==> src/rtl/lane_event_arbiter_pkg.sv <==
// Shared definitions for the lane event arbiter: default geometry, event polarity
// and output register states.
package lane_event_arbiter_pkg;

  localparam int unsigned DEF_NUM_LANES  = 4;
  localparam int unsigned DEF_LANE_W     = 2;
  localparam int unsigned DEF_TS_W       = 16;
  localparam int unsigned DEF_FIFO_DEPTH = 2;

  localparam logic EVT_PRESS   = 1'b1;
  localparam logic EVT_RELEASE = 1'b0;

  typedef enum logic {
    OUT_EMPTY,
    OUT_HOLD
  } out_state_e;

endpackage

==> src/rtl/lane_event_arbiter_rr_arbiter.sv <==
// Combinational round-robin arbiter: grants the first requesting lane found
// after last_grant, wrapping around.
module rr_arbiter
  import lane_event_arbiter_pkg::*;
#(
  parameter int unsigned NUM_LANES = DEF_NUM_LANES,
  parameter int unsigned LANE_W    = DEF_LANE_W
) (
  input  logic [NUM_LANES-1:0] req,
  input  logic [LANE_W-1:0]    last_grant,
  output logic [NUM_LANES-1:0] grant,
  output logic [LANE_W-1:0]    grant_idx,
  output logic                 grant_vld
);

  int unsigned cand;

  always_comb begin
    grant     = '0;
    grant_idx = '0;
    grant_vld = 1'b0;
    cand      = 0;
    for (int unsigned k = 1; k <= NUM_LANES; k++) begin
      cand = (32'(last_grant) + k) % NUM_LANES;
      if (!grant_vld && req[cand[LANE_W-1:0]]) begin
        grant_vld                    = 1'b1;
        grant_idx                    = cand[LANE_W-1:0];
        grant[cand[LANE_W-1:0]]      = 1'b1;
      end
    end
  end

endmodule

==> src/rtl/lane_event_arbiter.sv <==
// Turns per-lane click level changes into timestamped events, buffers them per
// lane and merges all lanes round-robin onto one valid/ready stream.
module lane_event_arbiter
  import lane_event_arbiter_pkg::*;
#(
  parameter int unsigned NUM_LANES  = DEF_NUM_LANES,
  parameter int unsigned LANE_W     = DEF_LANE_W,
  parameter int unsigned TS_W       = DEF_TS_W,
  parameter int unsigned FIFO_DEPTH = DEF_FIFO_DEPTH
) (
  input  logic                 clk,
  input  logic                 rst,
  input  logic [NUM_LANES-1:0] click_lvl,
  input  logic                 tick,
  output logic                 evt_valid,
  input  logic                 evt_ready,
  output logic [LANE_W-1:0]    evt_lane,
  output logic                 evt_press,
  output logic [TS_W-1:0]      evt_ts,
  output logic                 overrun,
  input  logic                 overrun_clr
);

  localparam int unsigned PTR_W = $clog2(FIFO_DEPTH);
  localparam int unsigned CNT_W = $clog2(FIFO_DEPTH + 1);
  localparam int unsigned ENT_W = TS_W + 1;

  logic [NUM_LANES-1:0] prev_lvl;
  logic [NUM_LANES-1:0] rise;
  logic [NUM_LANES-1:0] fall;
  logic [TS_W-1:0]      ts;

  logic [NUM_LANES-1:0] fifo_empty;
  logic [NUM_LANES-1:0] fifo_full;
  logic [NUM_LANES-1:0] pop;
  logic [NUM_LANES-1:0] drop;
  logic [ENT_W-1:0]     fifo_head [NUM_LANES];

  logic [NUM_LANES-1:0] grant;
  logic [LANE_W-1:0]    grant_idx;
  logic                 grant_vld;
  logic [LANE_W-1:0]    last_grant;

  out_state_e state_q, state_d;
  logic       load;

  assign rise = click_lvl & ~prev_lvl;
  assign fall = ~click_lvl & prev_lvl;

  always_ff @(posedge clk) begin
    if (rst) begin
      prev_lvl <= '0;
      ts       <= '0;
    end else begin
      prev_lvl <= click_lvl;
      if (tick) ts <= ts + TS_W'(1);
    end
  end

  for (genvar g = 0; g < NUM_LANES; g++) begin : g_lane
    logic [ENT_W-1:0] mem [FIFO_DEPTH];
    logic [PTR_W-1:0] wr_ptr;
    logic [PTR_W-1:0] rd_ptr;
    logic [CNT_W-1:0] cnt;
    logic             chg;
    logic             push;

    assign chg           = rise[g] | fall[g];
    assign fifo_empty[g] = (cnt == '0);
    assign fifo_full[g]  = (cnt == CNT_W'(FIFO_DEPTH));
    // A full lane still takes the new edge when the arbiter pops it this cycle.
    assign push          = chg & (~fifo_full[g] | pop[g]);
    assign drop[g]       = chg & fifo_full[g] & ~pop[g];
    assign fifo_head[g]  = mem[rd_ptr];

    always_ff @(posedge clk) begin
      if (push) mem[wr_ptr] <= {(rise[g] ? EVT_PRESS : EVT_RELEASE), ts};
    end

    always_ff @(posedge clk) begin
      if (rst) begin
        wr_ptr <= '0;
        rd_ptr <= '0;
        cnt    <= '0;
      end else begin
        if (push)   wr_ptr <= wr_ptr + PTR_W'(1);
        if (pop[g]) rd_ptr <= rd_ptr + PTR_W'(1);
        if (push && !pop[g])      cnt <= cnt + CNT_W'(1);
        else if (!push && pop[g]) cnt <= cnt - CNT_W'(1);
      end
    end
  end

  rr_arbiter #(
    .NUM_LANES (NUM_LANES),
    .LANE_W    (LANE_W)
  ) u_rr (
    .req        (~fifo_empty),
    .last_grant (last_grant),
    .grant      (grant),
    .grant_idx  (grant_idx),
    .grant_vld  (grant_vld)
  );

  always_comb begin
    state_d = state_q;
    load    = 1'b0;
    case (state_q)
      OUT_EMPTY: begin
        load = 1'b1;
        if (grant_vld) state_d = OUT_HOLD;
      end
      OUT_HOLD: begin
        if (evt_ready) begin
          load    = 1'b1;
          state_d = grant_vld ? OUT_HOLD : OUT_EMPTY;
        end
      end
    endcase
  end

  assign pop       = (load && grant_vld) ? grant : '0;
  assign evt_valid = (state_q == OUT_HOLD);

  always_ff @(posedge clk) begin
    if (rst) state_q <= OUT_EMPTY;
    else     state_q <= state_d;
  end

  always_ff @(posedge clk) begin
    if (rst) begin
      evt_lane   <= '0;
      evt_press  <= 1'b0;
      evt_ts     <= '0;
      last_grant <= LANE_W'(NUM_LANES - 1);
    end else if (load && grant_vld) begin
      evt_lane              <= grant_idx;
      {evt_press, evt_ts}   <= fifo_head[grant_idx];
      last_grant            <= grant_idx;
    end
  end

  // A drop in the same cycle as a clear keeps the flag set.
  always_ff @(posedge clk) begin
    if (rst)              overrun <= 1'b0;
    else if (|drop)       overrun <= 1'b1;
    else if (overrun_clr) overrun <= 1'b0;
  end

endmodule
==> config.mk <==
export PLATFORM = sky130hd
export DESIGN_NAME = lane_event_arbiter
export DESIGN_NICKNAME = d
export VERILOG_FILES = /design/src/rtl/lane_event_arbiter_pkg.sv /design/src/rtl/lane_event_arbiter_rr_arbiter.sv /design/src/rtl/lane_event_arbiter.sv
export SDC_FILE = /design/constraint.sdc
export NUM_CORES = 1
export LEC_CHECK = 0
export CAP_MARGIN = 15
export CORE_ASPECT_RATIO = 0.9
export CORE_MARGIN = 1.5
export CORE_UTILIZATION = 37
export CTS_CLUSTER_DIAMETER = 100
export DETAILED_ROUTE_END_ITERATION = 7
export HOLD_SLACK_MARGIN = 0.05
export PLACE_DENSITY = 0.53
export SETUP_SLACK_MARGIN = 0.2
export SYNTH_ARGS = -nofsm -noshare
export SYNTH_HDL_FRONTEND = slang
export SYNTH_SLANG_ARGS = --single-unit
==> constraint.sdc <==
create_clock -name clk -period 6.7 [get_ports clk]
set_input_delay 1.34 -clock clk [delete_from_list [all_inputs] [get_ports clk]]
set_output_delay 1.34 -clock clk [all_outputs]
set_load 0.05 [all_outputs]
==> impl_metrics.toml <==
[place]
place_congestion = 0.861
hpwl_um = 11800
postPlaceCellArea_um2 = 9010
port_buffers = 29

[floorplan]
fp.dieW_um = 162
rows = 52
coreArea_um2 = 22400
io_pins = 30
initial_core_util_pct = 37.6
fp.dieH_um = 146
dieArea_um2 = 23700

[power_and_ir_drop]
leakagePower_nw = 3.34
powerDensity_nw_per_um2 = 503
fin_total_pwr_mw = 4.82
peakVddDrop_mv = 0.235

[sta]
period_share_pct = 58.9
worstMarginPinSlew_ns = 1.08
tns_ns = 0
fin_skew_ns = 0.0160
rsz0062_at_grt = "no"
max_clock_freq_mhz = 253
max_slew_margin_pct = 28.1
finalSetupViolations = 0
finalHoldViolations = 0
period_needed_ns = 3.95
slew_violations = 0

[synthesis]
synth_top_family_by_area = "compound AO/OA/AOI/OAI gates"
ys_types = 51
ys_ff_latch = 199
syn_area_um2 = 8450
muxShareOfSynthArea_pct = 7.35
synthFlopType = "edfxtp_1"
synth_edf_count = 136
synth-compound-area-share_pct = 12.2
yosysSeqAreaShare_pct = 63.3
yosys.area_share.simple_pct = 9.23
synthAdderAreaFrac_pct = 2.52
synth_warnings = 0
syn-num-nets = 671
synth_cells = 645
yosys-top-cells-area = "edfxtp_1, dfxtp_1, mux2i_1, nor2_1, mux2_2"
synthTopCellsByCount = "edfxtp_1, nor2_1, dfxtp_1"
synth-xor-area-share_pct = 2.70
yosysTopAreaCellShare_pct = 48.3
synth_most_common_cell = "edfxtp_1"
synth_area_per_cell_um2 = 13.1
synth_top_area_cell = "edfxtp_1"
async_flop_share_pct = 0

[routing]
firstDrtPassIters = 5
vias = 5077
via_per_inst = 5.21
wire_per_inst_um = 18.2
wirelength_um = 17700
ant_nets = 0
drt_iter0_markers = 273
drc = 0

[global_route]
grt_antenna_before_repair = 0
grt_pass1_wl_um = 28000
grt_overflow_total = 0
grt_start_max_net_pins = 66
grt_pass1_vias = 4903
grtUsageTotal_pct = 15.7

[min_path]
hp-class = "flop to flop"
whs_path_depth = 2

[setup_path]
r2r_cells = 7
end_kind = "flop"
arrival_ns = 4.00
critPathMaxStageDelay_ns = 0.83
startpoint_type = "flop"
required_ns = 6.75
worstPathCellList = "inv_1, ha_1, mux4_2, o211ai_1, a31oi_1, o31a_1, nor2b_2"
slowest_stage = "dfxtp_1"
worstSetupPathType = "flop to flop"
cp_max_fo = 22

[cells_and_area]
regArea_um2 = 5350
nFillCells = 2049
area_growth_pct = 13.4
multiInputGateArea_um2 = 2890
post-route-util_pct = 42.7
finalNetCount = 691
n_antenna_cell = 0
layout-drive-gt1-share_pct = 12.7
post-route-cell-area_um2 = 9580

[clocking]
clock-root-buffer = "clkbuf_16"
htree_levels = 4
clk_pin_slew_ns = 0.07
clk_path_buf_depth = 2
cts_tree = "done"
cts_setup_buffers = 0
cts-hold-fix-buffers = 0
cts.sinks = 199
clk_latency_ns = 0.44
numCtsBuffers = 17
post_cts_resized = 0

[status]
status = "finished clean"

[flow_run]
max-cap-violations = 0
flip-flops by register name (all words and copies together), names as in the netlist, named ones only:
name and count:
ts 16, g_lane.cnt 8, g_lane.rd_ptr 4, evt_press 1, evt_ts 16, evt_lane 2, evt_valid 1, g_lane.wr_ptr 4
overrun 1, last_grant 2, g_lane.mem 136, prev_lvl 4
stage by stage:
| step | hold slack (ns) | std cells | setup WS (ns) |
|---|---|---|---|
| after global placement | 0.447 | 943 | 2.39 |
| after global routing | 0.523 | 975 | 2.39 |
| after detailed placement | 0.469 | 943 | 2.34 |
| final | 0.476 | 975 | 2.75 |
| after floorplan | 0.472 | 645 | 3.17 |
| after CTS | 0.480 | 975 | 2.75 |
cells in the final DEF (no fill, tap or decap), types with 3 or more instances in the layout:
cell,count
edfxtp_1,136
nor2_1,64
dfxtp_1,63
mux2i_1,35
nand2_1,31
clkdlybuf4s50_1,28
nor2b_1,23
a211oi_1,22
o211ai_1,22
xor2_1,22
mux2_2,20
a21oi_1,19
a211o_1,19
ha_1,17
clkbuf_16,17
o21ai_0,15
inv_1,13
a311oi_2,11
buf_4,9
or3_1,7
a31oi_1,6
a311oi_1,6
nand4_1,5
nand3_1,5
and3_1,5
xnor2_1,4
inv_8,4
or2_4,3
and2_1,3
and2b_1,3
inv_6,3
clkinvlp_4,3
critical path: cells and delay by family, from the launching register on:
| family | cells | cell delay (ns) |
|---|---|---|
| AOI/OAI and AO/OA | 3 | 0.72 |
| adders and majority gates | 1 | 0.53 |
| buffers and inverters | 1 | 0.31 |
| DFF | 1 | 0.83 |
| muxes | 1 | 0.35 |
| and+or+nand+nor | 1 | 0.82 |
worst paths after layout:
kind                                            startpoint                            end  slack (ns)
worst max-delay path            last_grant[0]$_SDFFE_PP1P_  g_lane[1].mem[0][4]$_DFFE_PP_        2.75
worst min-delay path              evt_lane[1]$_SDFFE_PP0P_       evt_lane[1]$_SDFFE_PP0P_        0.48
worst max register to register  last_grant[0]$_SDFFE_PP1P_  g_lane[1].mem[0][4]$_DFFE_PP_        2.75
worst min register to register    evt_lane[1]$_SDFFE_PP0P_       evt_lane[1]$_SDFFE_PP0P_        0.48
where the power goes:
group	switching [mW]	internal, mW	total [mW]
sequential	0.176	1.60	1.77
combinational	1.30	0.764	2.07
clock	0.484	0.496	0.980
layout make-up:
| class | instances | area share [%] |
|---|---|---|
| clock buffers | 19 | 4.52 |
| clock inverters | 13 | 1.41 |
| inverters | 15 | 0.588 |
| multi-input cells | 394 | 30.1 |
| flip-flops and latches | 199 | 55.8 |
| well taps | 297 | 3.88 |
| repair buffers | 38 | 3.68 |
kinds of logic (layout without fill, tap and decap cells):
kind of cell / count (synthesis) / count (layout)
buffers and inverters: 52 / 85
adders and majority gates: 17 / 17
AOI/OAI and AO/OA: 133 / 133
xor gates and xnor gates: 26 / 26
and+or+nand+nor: 161 / 161
DFF: 199 / 199
muxes: 57 / 57
per-layer routing:
layer  part of all wire, %  global-route usage [%]  vias to the layer above
li1                      -                       -                     2452
met3                   3.3                    3.18                       21
met1                    50                    22.5                     2523
met5                     0                       0                        -
met4                   1.6                    5.46                        0
met2                    45                    23.5                       81
(Power assumes the default switching activity.)
